### config.mk
export PLATFORM = sky130hd
export DESIGN_NAME = ifu_fetch_flat
export DESIGN_NICKNAME = d
export VERILOG_FILES = /design/src/rtl/ifu_fetch_if.sv /design/src/rtl/ifu_fetch.sv /design/src/flat_wrapper.sv
export SDC_FILE = /design/constraint.sdc
export NUM_CORES = 1
export LEC_CHECK = 0
export CAP_MARGIN = 30
export CORE_UTILIZATION = 30
export CTS_CLUSTER_SIZE = 20
export DETAILED_ROUTE_END_ITERATION = 6
export HOLD_SLACK_MARGIN = 0.03
export PLACE_DENSITY_LB_ADDON = 0.25
export SYNTH_ARGS = -nofsm -noshare
export SYNTH_HDL_FRONTEND = slang
export SYNTH_SLANG_ARGS = --single-unit
### constraint.sdc
create_clock -name clk -period 3.9 [get_ports clk]
set_clock_uncertainty 0.2 [all_clocks]
set_input_delay 0.39 -clock clk [delete_from_list [all_inputs] [get_ports clk]]
set_output_delay 0.39 -clock clk [all_outputs]
set_load 0.01 [all_outputs]
### src/rtl/ifu_fetch_if.sv
// Fetch-unit bus: instruction-memory request/response plus the decode-side
// instruction handoff and the branch/jump controls sampled at acceptance.
interface ifu_fetch_if;
    logic        imem_req;
    logic [31:0] imem_addr;
    logic        imem_ack;
    logic [31:0] imem_rdata;
    logic [31:0] instr;
    logic [5:0]  op;
    logic [31:0] pc_plus4;
    logic        instr_valid;
    logic        instr_ready;
    logic        Branch;
    logic        Jump;
    logic        Zero;

    // The fetch unit drives requests and the presented instruction.
    modport master (
        output imem_req, imem_addr, instr, op, pc_plus4, instr_valid,
        input  imem_ack, imem_rdata, instr_ready, Branch, Jump, Zero
    );

    // Memory and decode/execute side.
    modport slave (
        input  imem_req, imem_addr, instr, op, pc_plus4, instr_valid,
        output imem_ack, imem_rdata, instr_ready, Branch, Jump, Zero
    );
endinterface

### src/rtl/ifu_fetch.sv
// Two-state instruction fetch unit: FETCH issues a memory read, ISSUE holds
// the instruction until decode accepts it. Optional IFU_PERF_CNT_EN adds fetch_count.
module ifu_fetch #(
    parameter logic [31:0] RESET_PC = 32'h0000_0000
) (
    input  logic        clk,
    input  logic        reset,
    ifu_fetch_if.master bus
`ifdef IFU_PERF_CNT_EN
    ,
    output logic [31:0] fetch_count
`endif
);

    typedef enum logic {
        S_FETCH = 1'b0,
        S_ISSUE = 1'b1
    } state_t;

    // Word alignment is enforced on the reset address so imem_addr[1:0] is always 0.
    localparam logic [31:0] RESET_PC_ALIGNED = {RESET_PC[31:2], 2'b00};

    state_t      state_q, state_d;
    logic [31:0] pc_q, pc_d;
    logic [31:0] instr_q, instr_d;
    logic [31:0] pc_plus4_q, pc_plus4_d;

    logic        accept;
    logic [31:0] jump_target;
    logic [31:0] branch_target;
    logic [31:0] next_pc;

    assign accept = (state_q == S_ISSUE) && bus.instr_ready;

    // Targets derive from the held instruction, so they are stable for the whole ISSUE phase.
    assign jump_target   = {pc_plus4_q[31:28], instr_q[25:0], 2'b00};
    assign branch_target = pc_plus4_q + {{14{instr_q[15]}}, instr_q[15:0], 2'b00};

    always_comb begin
        next_pc = pc_plus4_q;
        if (bus.Jump) begin
            next_pc = jump_target;
        end else if (bus.Branch && bus.Zero) begin
            next_pc = branch_target;
        end
    end

    always_comb begin
        state_d    = state_q;
        pc_d       = pc_q;
        instr_d    = instr_q;
        pc_plus4_d = pc_plus4_q;
        case (state_q)
            S_FETCH: begin
                if (bus.imem_ack) begin
                    instr_d    = bus.imem_rdata;
                    pc_plus4_d = pc_q + 32'd4;
                    state_d    = S_ISSUE;
                end
            end
            S_ISSUE: begin
                if (accept) begin
                    pc_d    = next_pc;
                    state_d = S_FETCH;
                end
            end
            default: begin
                state_d = S_FETCH;
            end
        endcase
    end

    always_ff @(posedge clk) begin
        if (reset) begin
            state_q    <= S_FETCH;
            pc_q       <= RESET_PC_ALIGNED;
            instr_q    <= 32'd0;
            pc_plus4_q <= 32'd0;
        end else begin
            state_q    <= state_d;
            pc_q       <= pc_d;
            instr_q    <= instr_d;
            pc_plus4_q <= pc_plus4_d;
        end
    end

    // Handshake outputs are forced low while reset is held, even before the first reset edge.
    assign bus.imem_req    = (state_q == S_FETCH) && !reset;
    assign bus.instr_valid = (state_q == S_ISSUE) && !reset;
    assign bus.imem_addr   = pc_q;
    assign bus.instr       = instr_q;
    assign bus.op          = instr_q[31:26];
    assign bus.pc_plus4    = pc_plus4_q;

`ifdef IFU_PERF_CNT_EN
    logic [31:0] fetch_count_q, fetch_count_d;

    always_comb begin
        fetch_count_d = fetch_count_q;
        if (accept) begin
            fetch_count_d = fetch_count_q + 32'd1;
        end
    end

    always_ff @(posedge clk) begin
        if (reset) begin
            fetch_count_q <= 32'd0;
        end else begin
            fetch_count_q <= fetch_count_d;
        end
    end

    assign fetch_count = fetch_count_q;
`endif

endmodule

### src/flat_wrapper.sv
// flat-port wrapper written by rule: the top's interface ports become plain ports
module ifu_fetch_flat 
#(
    parameter logic [31:0] RESET_PC = 32'h0000_0000
)
  (clk, reset, bus_imem_req, bus_imem_addr, bus_instr, bus_op, bus_pc_plus4, bus_instr_valid, bus_imem_ack, bus_imem_rdata, bus_instr_ready, bus_Branch, bus_Jump, bus_Zero);
  ifu_fetch_if bus_i ();
  input  logic clk;
  input  logic reset;
  output wire logic [$bits(bus_i.imem_req)-1:0] bus_imem_req;
  output wire logic [$bits(bus_i.imem_addr)-1:0] bus_imem_addr;
  output wire logic [$bits(bus_i.instr)-1:0] bus_instr;
  output wire logic [$bits(bus_i.op)-1:0] bus_op;
  output wire logic [$bits(bus_i.pc_plus4)-1:0] bus_pc_plus4;
  output wire logic [$bits(bus_i.instr_valid)-1:0] bus_instr_valid;
  input wire logic [$bits(bus_i.imem_ack)-1:0] bus_imem_ack;
  input wire logic [$bits(bus_i.imem_rdata)-1:0] bus_imem_rdata;
  input wire logic [$bits(bus_i.instr_ready)-1:0] bus_instr_ready;
  input wire logic [$bits(bus_i.Branch)-1:0] bus_Branch;
  input wire logic [$bits(bus_i.Jump)-1:0] bus_Jump;
  input wire logic [$bits(bus_i.Zero)-1:0] bus_Zero;
  assign bus_imem_req = bus_i.imem_req;
  assign bus_imem_addr = bus_i.imem_addr;
  assign bus_instr = bus_i.instr;
  assign bus_op = bus_i.op;
  assign bus_pc_plus4 = bus_i.pc_plus4;
  assign bus_instr_valid = bus_i.instr_valid;
  assign bus_i.imem_ack = bus_imem_ack;
  assign bus_i.imem_rdata = bus_imem_rdata;
  assign bus_i.instr_ready = bus_instr_ready;
  assign bus_i.Branch = bus_Branch;
  assign bus_i.Jump = bus_Jump;
  assign bus_i.Zero = bus_Zero;
  ifu_fetch #(.RESET_PC(RESET_PC)) u_core (.clk(clk), .reset(reset), .bus(bus_i));
endmodule
==> summary.md <==
| Metric | Value |
|---|---|
| Hold_ws | 0.2740 ns |
| Final period utilization | 79.21% |
| Min-Delay Path Depth | 2 |
| Setup Crit Path Kind | register to register |
| Grt ovf | 0 |
| Die W | 142.8 µm |
| Maxcap violations | 0 |
| Setup TNS | 0 ns |
| Final WS setup | 0.8108 ns |
| First-pass GRT wire length | 29990 µm |
| Die Y | 142.8 µm |
| Top-area cell type share of the netlist area | 32.65% |
| WP data required | 3.96 ns |
| Post-synth ARST share | 0% |
| Worst-path maximum fanout | 4 |
| Worst-Skew Late Latency | 0.36 ns |
| Synth cell types | 67 |
| Via-per-instance ratio | 5.058 |
| Placed cells | 1149 |
| IO Port Bufs | 142 |
| Slew Viols, Final | 0 |
| # DRC | 0 |
| Worst slew pin tran | 0.6389 ns |
| Reg2Reg Setup Slack | 0.81 ns |
| CTS buffer count | 9 |
| PD cells | 333.0 mW/mm² |
| Mean routed wirelength per cell | 16.33 µm |
| VDD IR max | 0.1902 mV |
| Post-DP HPWL | 13740 µm |
| Initial Util | 30.56% |
| Hold WC Path Type | register to register |
| Antenna violations before repair | 0 |
| Post-synth net total | 852 |
| Pre-CTS WS | 0.9196 ns |
| H-tree Lvls | 3 |
| Slew HR | 57.36% |
| Leakage power | 2.990 nW |
| FF+latch count, synth | 97 |
| EDFF count, synth | 0 |
| CP arrival | 3.15 ns |
| Share of layout cells above drive strength 1 | 5.000% |
| Die area | 0.02039 mm² |
| Sequential area share after synthesis | 32.65% |
| Largest net degree at the start of global routing | 55 |
| Pre-Repair DR Iteration Count | 4 |
| Ports | 143 |
| Syn Inst Count | 782 |
| Via count | 5892 |
| Final std cells w/o fill | 1165 |
| CTS Root Cell | clkbuf_16 |
| Post-Route WL | 19020 µm |
| Fin. Hold Viols | 0 |
| Yosys warns | 0 |
| Mapped Area | 0.005947 mm² |
| PostCTS Resize Cnt | 0 |
| Fin nets | 965 |
| Startpoint Class | register |
| Crit. End Element | register |
| Area contributors post-synth | dfxtp_1 (33%), nand2_1 (9.7%), a21oi_1 (7.7%) |
| Cell taking the most area after synthesis | dfxtp_1 |
| Outcome | complete, no violations |
| Min Tclk post-route | 3.089 ns |
| Iteration-0 DRC Markers | 274 |
| Post-CTS Setup Inserts | 0 |
| # rows | 51 |
| Synth top cells by count | nand2_1 (154), dfxtp_1 (97), a21oi_1 (92) |
| Core area | 0.01946 mm² |
| FF-to-FF path depth | 11 |
| CTS tree | yes |
| RSZ-0062 raised after global routing | no |
| Max Fclk | 323.7 MHz |
| Post-route ant nets | 0 |
| Dominant synthesized flop cell | dfxtp_1 |
| Clk buf depth | 2 |
| FF-to-FF Start | u_core.bus.pc_plus4[2]$_SDFFE_PP0P_ |
| Worst-path clk slew | 0.07 ns |
| Hold path start | u_core.bus.instr[27]$_SDFFE_PP0P_ |
| ANT cells | 0 |
| Gpl congestion | 0.8864 |
| Endpoints failing setup | 0 |
| Tot GR Track Use | 19.10% |
| Post-synthesis area per instance | 7.605 µm² |
| Top-count cell post-synth | nand2_1 |
| Vias in the first global route | 5366 |
| Filler cells | 2010 |
| Post-CTS Hold Buffers | 0 |
| CTS sink cnt | 97 |
| Reg2reg end | u_core.bus.imem_addr[24]$_SDFFE_PP0P_ |
| Hold Path Sink | u_core.bus.instr[27]$_SDFFE_PP0P_ |
| Layout area overhead | 32.82% |
-- layer usage --
layer	up-vias	wire (µm)	GRT usage, %
li1	2999	-	-
met1	2722	9184	26.02
met2	155	8623	30.52
met3	16	976	3.622
met4	0	237	5.433
met5	-	0	0
-- cell usage in the layout, fill, tap and decap left out, types with 3 or more instances in the layout --
| cell | n |
|---|---|
| and4_1 | 3 |
| o211ai_1 | 10 |
| nor2b_1 | 3 |
| clkbuf_8 | 3 |
| nor3_1 | 7 |
| ha_1 | 30 |
| nand3b_1 | 4 |
| or3_1 | 12 |
| xor2_1 | 29 |
| nor2_1 | 72 |
| a21oi_1 | 92 |
| nand3_1 | 16 |
| a31oi_1 | 5 |
| xnor2_1 | 17 |
| dfxtp_1 | 97 |
| a211oi_1 | 26 |
| nand4_1 | 8 |
| a21o_1 | 22 |
| buf_4 | 15 |
| nand2_1 | 154 |
| a311oi_1 | 12 |
| o21ai_0 | 31 |
| clkdlybuf4s50_1 | 141 |
| a221o_1 | 4 |
| nand2b_1 | 4 |
| and2_1 | 4 |
| and3_1 | 9 |
| inv_1 | 9 |
| clkbuf_16 | 9 |
-- logic make-up (layout without fill, tap and decap cells) --
family / after synthesis / in the layout / share of synthesized area (%)
buf+inv: 63 / 181 / 4.397
fa+ha+maj: 31 / 31 / 6.648
mux: 2 / 2 / 0.3366
simple gates: 306 / 306 / 22.60
compound gates: 237 / 237 / 26.59
xor+xnor: 46 / 46 / 6.775
flops: 97 / 97 / 32.65
-- layout make-up --
cell class	instances	area, µm²	area share, %
multi-input cells	622	3751	47.49
flip-flops and latches	97	1942	24.58
repair buffers	156	1524	19.29
well taps	265	331.6	4.198
clock buffers	12	266.5	3.374
clock inverters	4	50.05	0.6336
inverters	9	33.78	0.4277
-- worst max-delay path, stage by stage (launching register included) --
cell	delay, ns
dfxtp_1	0.34
ha_1	0.24
fa_1	0.40
a21oi_1	0.19
nand4b_1	0.20
a21oi_1	0.11
o21bai_1	0.21
a21boi_0	0.16
o211a_1	0.30
o221ai_1	0.26
xor2_1	0.11
a221oi_1	0.28
-- power breakdown --
part / internal, mW / switching, mW
Combinational: 0.263 / 0.295
Sequential: 1.05 / 0.0705
Clock: 0.549 / 0.406
-- through the flow --
stage          util (%)  total power, mW  cell area, µm²
3_5_place_dp      38.96            1.700            7582
2_1_floorplan         -            1.449            5947
3_3_place_gp      38.96            1.698            7582
6_report          40.59            2.630            7899
4_1_cts           40.59            2.659            7899
5_1_grt           40.59            2.762            7899
-- how the worst max path moves through the flow --
stage	slack [ns]	from	to	cells after the start
after floorplan	0.84	u_core.bus.instr[15]$_SDFFE_PP0P_	u_core.bus.imem_addr[29]$_SDFFE_PP0P_	11
after global placement	0.95	u_core.bus.pc_plus4[2]$_SDFFE_PP0P_	u_core.bus.imem_addr[24]$_SDFFE_PP0P_	11
after detailed placement	0.92	u_core.bus.pc_plus4[2]$_SDFFE_PP0P_	u_core.bus.imem_addr[24]$_SDFFE_PP0P_	11
after CTS	0.83	u_core.bus.pc_plus4[2]$_SDFFE_PP0P_	u_core.bus.imem_addr[24]$_SDFFE_PP0P_	11
after global routing	0.49	u_core.bus.pc_plus4[2]$_SDFFE_PP0P_	u_core.bus.imem_addr[22]$_SDFFE_PP0P_	11
final	0.81	u_core.bus.pc_plus4[2]$_SDFFE_PP0P_	u_core.bus.imem_addr[24]$_SDFFE_PP0P_	11
-- state kept, by name, indices dropped and copies added, names as in the netlist --
| register | flops |
|---|---|
| u_core.bus.instr | 32 |
| u_core.state_q | 1 |
| u_core.bus.imem_addr | 32 |
| u_core.bus.pc_plus4 | 32 |
No activity file was read; power rests on OpenSTA's default activity.
